[src/rtl/vga_timing_gen.sv]
// Raster timing generator (1280x800 @60 Hz CVT by default): position counters plus
// registered sync, blanking, line/frame strobes and a free-running frame counter.
module vga_timing_gen #(
   parameter int H_ACTIVE = 1280,
   parameter int H_FP     = 72,
   parameter int H_SYNC   = 128,
   parameter int H_BP     = 200,
   parameter int V_ACTIVE = 800,
   parameter int V_FP     = 3,
   parameter int V_SYNC   = 6,
   parameter int V_BP     = 22,
   parameter bit HS_POL   = 1'b0,
   parameter bit VS_POL   = 1'b1
) (
   input  logic        clk,
   input  logic        rst,
   input  logic        ce,
   output logic [10:0] curr_x,
   output logic [9:0]  curr_y,
   output logic        hsync,
   output logic        vsync,
   output logic        video_on,
   output logic        line_start,
   output logic        frame_start,
   output logic [7:0]  frame_count
);

   localparam int H_TOTAL = H_ACTIVE + H_FP + H_SYNC + H_BP;
   localparam int V_TOTAL = V_ACTIVE + V_FP + V_SYNC + V_BP;
   localparam logic [10:0] H_LAST = 11'(H_TOTAL - 1);
   localparam logic [9:0]  V_LAST = 10'(V_TOTAL - 1);

   generate
      if (H_TOTAL > 2048 || V_TOTAL > 1024 || H_TOTAL < 2 || V_TOTAL < 1) begin : g_size_check
         $error("vga_timing_gen: raster totals do not fit the 11-bit x / 10-bit y counters");
      end
   endgenerate

   logic [10:0] next_x_s;
   logic [9:0]  next_y_s;
   logic        hs_on_s;
   logic        vs_on_s;
   logic        von_s;
   logic        ls_s;
   logic        fs_s;

   // Next raster position and the status it implies; outputs are registered from these
   // so every flag lines up with the position it describes.
   always_comb begin
      next_x_s = curr_x;
      next_y_s = curr_y;
      if (curr_x == H_LAST) begin
         next_x_s = 11'd0;
         if (curr_y == V_LAST) begin
            next_y_s = 10'd0;
         end else begin
            next_y_s = curr_y + 10'd1;
         end
      end else begin
         next_x_s = curr_x + 11'd1;
         next_y_s = curr_y;
      end
      hs_on_s = (int'(next_x_s) >= H_ACTIVE + H_FP) &&
                (int'(next_x_s) <  H_ACTIVE + H_FP + H_SYNC);
      vs_on_s = (int'(next_y_s) >= V_ACTIVE + V_FP) &&
                (int'(next_y_s) <  V_ACTIVE + V_FP + V_SYNC);
      von_s   = (int'(next_x_s) < H_ACTIVE) && (int'(next_y_s) < V_ACTIVE);
      ls_s    = (next_x_s == 11'd0);
      fs_s    = (next_x_s == 11'd0) && (next_y_s == 10'd0);
   end

   // Output registers: reset wins over ce, and with ce low everything (strobes too) holds.
   always_ff @(posedge clk) begin
      if (rst) begin
         curr_x      <= 11'd0;
         curr_y      <= 10'd0;
         hsync       <= ~HS_POL;
         vsync       <= ~VS_POL;
         video_on    <= 1'b0;
         line_start  <= 1'b0;
         frame_start <= 1'b0;
         frame_count <= 8'd0;
      end else if (ce) begin
         curr_x      <= next_x_s;
         curr_y      <= next_y_s;
         hsync       <= hs_on_s ? HS_POL : ~HS_POL;
         vsync       <= vs_on_s ? VS_POL : ~VS_POL;
         video_on    <= von_s;
         line_start  <= ls_s;
         frame_start <= fs_s;
         if (fs_s) begin
            frame_count <= frame_count + 8'd1;
         end
      end
   end

endmodule

[config.mk]
export PLATFORM = sky130hd
export DESIGN_NAME = vga_timing_gen
export DESIGN_NICKNAME = d
export VERILOG_FILES = /design/src/rtl/vga_timing_gen.sv
export SDC_FILE = /design/constraint.sdc
export NUM_CORES = 1
export LEC_CHECK = 0
export ABC_CLOCK_PERIOD_IN_PS = 5700
export BUFFER_PORTS_ARGS = -buffer_cell sky130_fd_sc_hd__buf_4
export CORE_MARGIN = 4
export CORE_UTILIZATION = 60
export CTS_BUF_LIST = sky130_fd_sc_hd__clkbuf_16
export CTS_CLUSTER_SIZE = 24
export DETAILED_ROUTE_END_ITERATION = 7
export GPL_TIMING_DRIVEN = 0
export HOLD_SLACK_MARGIN = 0.08
export PLACE_DENSITY = 0.84
export SLEW_MARGIN = 25
export SYNTH_ARGS = -nofsm -noshare
export SYNTH_HDL_FRONTEND = slang
export SYNTH_SLANG_ARGS = --single-unit
export TNS_END_PERCENT = 5
[constraint.sdc]
create_clock -name clk -period 5.7 [get_ports clk]
set_input_delay 0.285 -clock clk [delete_from_list [all_inputs] [get_ports clk]]
set_output_delay 0.285 -clock clk [all_outputs]
set_load 0.005 [all_outputs]
* Word level (Yosys, flattened, before mapping)
Cells that the tools add are included.
W data, S select, Z words.
** Word-level totals
- Logic and storage cells :: 31
- Bits in registers :: 34
- Input bits :: 3
** Operators by class
- $add $sub $neg :: 3
- Muxes and demuxes :: 5
- $lt $le $gt $ge :: 6
- Reduce and logical (&&, ||, !) cells :: 7
- Eq/ne operators :: 2
** Operator list (count)
- $lt A11 B11 Y1 const B :: 2
- $lt A10 B10 Y1 const B :: 2
- $mux W10 :: 2
- $add A11 B1 Y11 const B :: 1
- $eq A11 B11 Y1 const B :: 1
- $ge A11 B11 Y1 const B :: 1
- $logic_not A11 Y1 :: 1
- $mux W11 :: 1
- $add A10 B1 Y10 const B :: 1
- $eq A10 B10 Y1 const B :: 1
- $ge A10 B10 Y1 const B :: 1
- $logic_not A10 Y1 :: 1
- $add A8 B1 Y8 const B :: 1
- $logic_and A1 B1 Y1 :: 4
- $mux W1 :: 2
- $reduce_and A2 Y1 :: 1

* Depth between registers and ports, before layout
Gate-level depths: netlist of the first run.
- Depth after elaboration :: 6
- Depth in mapped cells :: 11
- Mapped depth without buffers :: 9

* Least setup slack after synthesis of the first run
OpenSTA, ideal clock, no wires.
- Path kind :: register -> register
- Start :: register curr_x[0]
- End :: register frame_count[0]
- Data required time :: 5630 ps
- Stages on the path, launching flop included :: 12
- Slack :: 3167 ps
- Clock period less this slack :: 2533 ps
- Arrival time :: 2463 ps
- Cells stage by stage :: dfxtp_1 -> ha_1 -> and3_4 -> buf_6 -> and4_4 -> buf_6 -> a211o_1 -> a211oi_2 -> o211ai_2 -> buf_4 -> or3_1 -> a21oi_1
** Between the ends
- Word-level cells in the longest chain between the ends :: 5
** Ends and longest elaborated chain
- start, declared :: line 18 : output logic [10:0] curr_x,
- start signal, assigned :: line 84 : curr_x <= next_x_s;
- $add A11 B1 Y11 / $eq A11 B11 Y1 (equally long branches) :: line 60, 52
- $mux W11 / $mux W10 (equally long branches) :: line 52 : if (curr_x == H_LAST) begin
- $logic_not A11 Y1 / $logic_not A10 Y1 (equally long branches) :: line 69 : fs_s = (next_x_s == 11'd0) && (next_y_s == 10'd0);
- $logic_and A1 B1 Y1 (*) :: line 69
- $reduce_and A2 Y1 (no line) (*)
- end signal, assigned :: line 92 : frame_count <= frame_count + 8'd1;
- end, declared :: line 25 : output logic [7:0] frame_count
Every way passes the cells marked *; elsewhere a longest branch is shown, timed or not.
A chain may end at the register's enable or synchronous reset.

* Final worst setup path of the first run
Same ends and word-level chain as after synthesis.

==> results.cfg, run 1 <==
[cells_and_area]
num_antenna_cells = 0
stdcell_count = 401
finalNetCount = 360
final_cell_mix = nor2_1 (37), buf_4 (36), dfxtp_1 (34)
fill_cells = 284
final_area_um2 = 2880
syn_to_final_growth_pct = 19.2
drive_gt1_share_pct = 20.1
multi_input_comb_area_um2 = 1560
regArea_um2 = 681
fin_util_pct = 76.3
layout_commonest_cell = nor2_1

[floorplan]
die_w_um = 71.4
pin_count = 37
die_area_um2 = 5100
start_util_pct = 64.0
rows = 22
die_h_um = 71.4
core_area_um2 = 3770

[worst_setup_path]
worstPathCellList = ha_1 -> and3_4 -> buf_6 -> nand4_1 -> a211oi_1 -> o221ai_1 -> clkbuf_1 -> or3_1 -> a21oi_1
crit_type = reg -> reg
cpMaxStageDelayCell = dfxtp_1
startpoint = curr_x[0]
crit_path_max_fanout = 10
r2r_start = curr_x[0]
worst_ep_arrival_time_ns = 3.22
endpoint_kind = register
critPathMaxStageDelay_ns = 0.46
reg2reg_depth = 9
start_kind = register
cp.required_ns = 5.90
rrSetupSlack_ns = 2.68
r2r_end = frame_count[0]

[synthesis]
synth_edf_count = 0
synth-seq-cells = 34
synth_cell_types = 62
synth_area_leaders = dfxtp_1 (28%), a21oi_1 (5.8%), nor2_1 (5.8%), nand3_1 (2.9%), nand2_1 (2.8%)
synth_top_area_share_pct = 28.2
syn_area_um2 = 2410
synth_seq_area_share_pct = 28.2
synth.avg_cell_area_um2 = 7.79
ys_warn_count = 0
yosys.area.top_type = dfxtp_1
syn-instance-count = 310
async_flop_share_pct = 0
synth_ff_type = dfxtp_1
synth_nets = 318

[job]
cap_violations = 0

[timing]
rsz0062_at_grt = no
max-slew-margin-rel_pct = 45.7
hold_viol = 0
slew_violations = 0
fmax_mhz = 331
whs_ns = 0.431
worstMarginPinSlew_ns = 0.809
period_share_pct = 53.0
finalSetupViolCount = 0
fin_skew_ns = 0.00330
worst_slack_ns = 2.68
finalSetupTns_ns = 0
period_needed_ns = 3.02

[worst_hold_path]
hold_path_end = curr_y[5]
min-delay-start = rst
hold_depth = 2
min_path_type = in -> reg

[placement]
place_hpwl_um = 4670
io_buffers = 35
gp_congestion = 0.935
place_ws_ns = 2.73
dp.cells = 393
placed_area_um2 = 2740

[routing]
wl_um = 6400
wl_per_cell_um = 16.0
first_pass_iters = 5
viasPerCell = 6.42
vias = 2575
drt_iter0_markers = 336
drtAntennaViolNets = 0
drc = 0

[grt]
grt.total_usage_pct = 25.9
busiest_layer = met2
use_met1_pct = 34.9
grt_pass1_vias = 2360
grt_pass1_wl_um = 11000
antenna_found_initial = 0
grt.met2_usage_pct = 42.1
grtUsageMet3_pct = 5.19
grt_max_degree = 12
grt_overflow = 0

[run_status]
status = complete, no violations

[power]
p_sw_uw = 115
p_total_uw = 523
switching_share_pct = 22.0
seq_power_share_pct = 46.5
combPwrFrac_pct = 4.4
internal-power_uw = 408
peakVddDrop_v = 0.000142
clockPowerShare_pct = 49.1
power.density_nw_per_um2 = 182
power_leakage_nw = 1.12

[cts]
cts-root-buf = clkbuf_16
clkTransAtPathRegs_ns = 0.05
hold_buffers = 0
clk_latency_ns = 0.27
cts_buffers = 5
clkSinkCount = 34
postCtsSetupRepairBufs = 0
cts_tree = yes
cts-resized-gates = 0
clockBufferDepth = 2
cts_max_level = 2
[power by group through the flow]
stage                     Clock (mW)  Sequential, mW  Combinational, mW
after floorplan                    0           0.248             0.0137
after global placement             0           0.248             0.0222
after detailed placement           0           0.248             0.0231
after CTS                      0.260           0.243             0.0235
after global routing           0.268           0.243             0.0258
final                          0.257           0.243             0.0231
[worst max-delay path: cells and delay by family (launching register included)]
family	cells	cell delay [ns]
adder cells (fa/ha/maj)	1	0.30
flip-flops	1	0.46
buffers and inverters	2	0.43
AND/OR/NAND/NOR	3	0.88
AO/OA/AOI/OAI	3	0.87
[final cells by class]
cell class / count / area share (%)
flip-flops and latches: 34 / 23.7
multi-input cells: 243 / 54.3
clock inverters: 3 / 0.565
plain buffers: 27 / 5.13
well taps: 48 / 2.09
repair buffers: 35 / 9.13
clock buffers: 5 / 4.35
inverters: 6 / 0.783
[per-layer routing]
| metal | up-vias | wire length [um] |
|---|---|---|
| met1 | 1200 | 2810 |
| li1 | 1240 | - |
| met2 | 120 | 3060 |
| met4 | 0 | 104 |
| met3 | 15 | 428 |
| met5 | - | 0 |
[logic make-up after synthesis]
| family | count (synthesis) | share of synthesized area, % |
|---|---|---|
| buffers and inverters | 33 | 7.05 |
| AO/OA/AOI/OAI | 83 | 23.6 |
| multiplexers | 6 | 2.54 |
| adder cells (fa/ha/maj) | 5 | 2.59 |
| XOR/XNOR | 10 | 3.63 |
| flip-flops | 34 | 28.2 |
| AND/OR/NAND/NOR | 139 | 32.4 |
[worst max-delay path by stage]
| stage | endpoint | slack, ns |
|---|---|---|
| 2_1_floorplan | frame_count[0] | 3.17 |
| 3_3_place_gp | frame_count[0] | 2.77 |
| 3_5_place_dp | frame_count[0] | 2.73 |
| 4_1_cts | frame_count[0] | 2.71 |
| 5_1_grt | frame_count[0] | 2.46 |
| 6_report | frame_count[0] | 2.68 |
[synth_stat cells (all sizes together) (6+ instances only)]
cell,number
buf,15
nand4,9
a21oi,28
inv,6
a31oi,6
nand3,14
clkbuf,12
or4,6
o31ai,8
and2,6
nor3,12
and3,10
nor2,37
dfxtp,34
o21ai,8
nand2,18
[flip-flops by register name, summed over array words and instances (netlist names)]
signal,cells
curr_x,11
curr_y,10
frame_count,8
frame_start,1
hsync,1
line_start,1
video_on,1
vsync,1
Note: power is estimated with default switching activity, not from simulation.
==> inputs of run 2 (changes only) <==
Settings changed: ABC_AREA from default to 1, ABC_CLOCK_PERIOD_IN_PS 5700 to 3100, CORE_UTILIZATION 60 to 57, PLACE_DENSITY 0.84 to 0.8.
Clock period 5.7 ns to 3.1 ns, I/O delays scaled along.
==> run 2 against run 1 <==
First-iteration DRC count down 52%. Routed wire length decreased by 7.0%. Cell area fell by 2.8%. Synthesized cell count is 20% higher. Sequential power grew 100%. Maximum frequency is 20% higher. Global-route usage down 1.9 points. Largest power group is now registers. Highest routed layer unchanged. Critical endpoint is now frame_count[1]. Non-clock buffer count decreased by 13. Worst setup slack lost 2.1 ns.
==> results.cfg, run 2 <==
[timing]
fmax_mhz = 398
finalSetupTns_ns = 0
worst_slack_ns = 0.590
worstMarginPinSlew_ns = 0.515
rsz0062_at_grt = no
period_needed_ns = 2.51
max-slew-margin-rel_pct = 65.6
fin_skew_ns = 0.00422
hold_viol = 0
slew_violations = 0
finalSetupViolCount = 0
period_share_pct = 81.0

[worst_setup_path]
endpoint_kind = register
cp.required_ns = 3.27
worst_ep_arrival_time_ns = 2.68
crit_type = reg -> reg
reg2reg_depth = 13
crit_path_max_fanout = 10
start_kind = register

[routing]
wl_per_cell_um = 12.8
drt_iter0_markers = 162
vias = 2506
first_pass_iters = 5
drtAntennaViolNets = 0
drc = 0
viasPerCell = 5.39
wl_um = 5950

[power]
power.density_nw_per_um2 = 407
peakVddDrop_v = 0.000305
power_leakage_nw = 1.36

[placement]
io_buffers = 36
dp.cells = 457
place_hpwl_um = 4430
place_ws_ns = 0.609
placed_area_um2 = 2660
gp_congestion = 0.951

[synthesis]
synth_ff_type = dfxtp_1
ys_warn_count = 0
synth_area_leaders = dfxtp_1 (29%), nand2_1 (14%), nand3_1 (8.0%), inv_1 (7.4%), nor2_1 (6.9%)
synth-seq-cells = 34
synth.avg_cell_area_um2 = 6.24
synth_top_area_share_pct = 29.2
yosys.area.top_type = dfxtp_1
synth_edf_count = 0
synth_common_cells = nand2_1 (89), inv_1 (46), nor2_1 (43)
synth_seq_area_share_pct = 29.2
synth_cell_types = 28
synth_nets = 381
syn_area_um2 = 2330
syn-instance-count = 373
async_flop_share_pct = 0
synth_most_common_cell = nand2_1

[grt]
grt_overflow = 0
grt_max_degree = 11
antenna_found_initial = 0
grt.total_usage_pct = 24.0
grt_pass1_vias = 2267
grt_pass1_wl_um = 10100

[cells_and_area]
num_antenna_cells = 0
regArea_um2 = 681
syn_to_final_growth_pct = 20.1
largestRegisters = curr_x x11, curr_y x10, frame_count x8
final_cell_mix = nand2_1 (89), inv_1 (47), nor2_1 (43)
fin_util_pct = 73.6
stdcell_count = 465
regMostFlops = curr_x
finalNetCount = 424
multi_input_comb_area_um2 = 1370
layout_commonest_cell = nand2_1
largest_reg_flops = 11
fill_cells = 328
drive_gt1_share_pct = 17.5
final_area_um2 = 2800

[cts]
clockBufferDepth = 2
clkTransAtPathRegs_ns = 0.05
cts_buffers = 5
cts_max_level = 2
cts_tree = yes
clk_latency_ns = 0.28
cts-resized-gates = 0
hold_buffers = 0
cts-root-buf = clkbuf_16
clkSinkCount = 34
postCtsSetupRepairBufs = 0

[floorplan]
pin_count = 37
core_area_um2 = 3800
rows = 22
die_area_um2 = 5170
die_w_um = 71.9
die_h_um = 71.9
start_util_pct = 61.3

[worst_hold_path]
hold_depth = 4
min_path_type = in -> reg

[run_status]
status = complete, no violations

[job]
cap_violations = 0
-- run 2: cell types whose count changed in the layout (fill, tap and decap cells not counted), moves of 6 or more --
cell | before | now
nand2_1 | 18 | 89
inv_1 | 6 | 47
nand3_1 | 14 | 37
o21ai_0 | 3 | 22
and3_1 | 9 | 0
buf_2 | 10 | 1
nor2_2 | 0 | 7
nor3_1 | 12 | 5
o31ai_1 | 8 | 1
a31oi_1 | 6 | 0
and2_1 | 6 | 0
inv_2 | 0 | 6
nor2_1 | 37 | 43
or4_1 | 6 | 0
-- run 2: logic make-up after synthesis --
| group | count (synthesis) | synth area share (%) |
|---|---|---|
| compound gates | 55 | 12.3 |
| xor+xnor | 3 | 1.13 |
| fa+ha+maj | 5 | 2.69 |
| buf+inv | 66 | 11.8 |
| flops | 34 | 29.2 |
| simple gates | 210 | 42.9 |
-- run 2: worst max-delay path, stage by stage (launching register included) --
cell,delay [ns]
dfxtp_1,0.52
ha_1,0.29
nand2_2,0.11
nor2_8,0.17
nand2_1,0.09
nor2_2,0.20
nand4_1,0.11
nand3_1,0.15
nand3b_1,0.14
nor2_4,0.22
buf_6,0.17
nand2_1,0.05
o21ai_1,0.13
nor2_1,0.05
-- run 2: stage by stage --
step                      power (mW)  hold WS, ns
after floorplan                0.609        0.311
after global placement         0.672        0.468
after detailed placement       0.674        0.468
after CTS                       1.15        0.179
after global routing            1.19        0.201
final                           1.14        0.192
-- run 2: cell type report --
type                            instances  area share (%)
Timing Repair Buffer                   36            9.66
Inverter                               53            7.11
Clock inverter                          3           0.447
Multi-Input combinational cell        273            49.1
Tap cell                               48            2.15
Clock buffer                            5            4.47
Buffer                                 13            2.73
Sequential cell                        34            24.3
-- run 2: path summary, 6_finish.rpt --
kind / startpoint / end / slack (ns)
min: rst / curr_y[6] / 0.19
max: curr_x[0] / frame_count[1] / 0.59
max reg2reg: curr_x[0] / frame_count[1] / 0.59
min reg2reg: vsync / vsync / 0.48
-- run 2: metal layers --
layer / global-route usage (%) / part of all wire [%] / up-vias / wire (um)
li1: - / - / 1289 / -
met1: 30.5 / 44 / 1108 / 2630
met2: 39.1 / 47 / 98 / 2780
met3: 5.68 / 7.4 / 11 / 441
met4: 9.39 / 1.7 / 0 / 99
met5: 0 / 0 / - / 0
-- run 2: where the power goes --
part | switching [mW] | total (mW) | internal (mW)
clock | 0.182 | 0.472 | 0.290
sequential | 0.0304 | 0.488 | 0.457
combinational | 0.106 | 0.179 | 0.0729
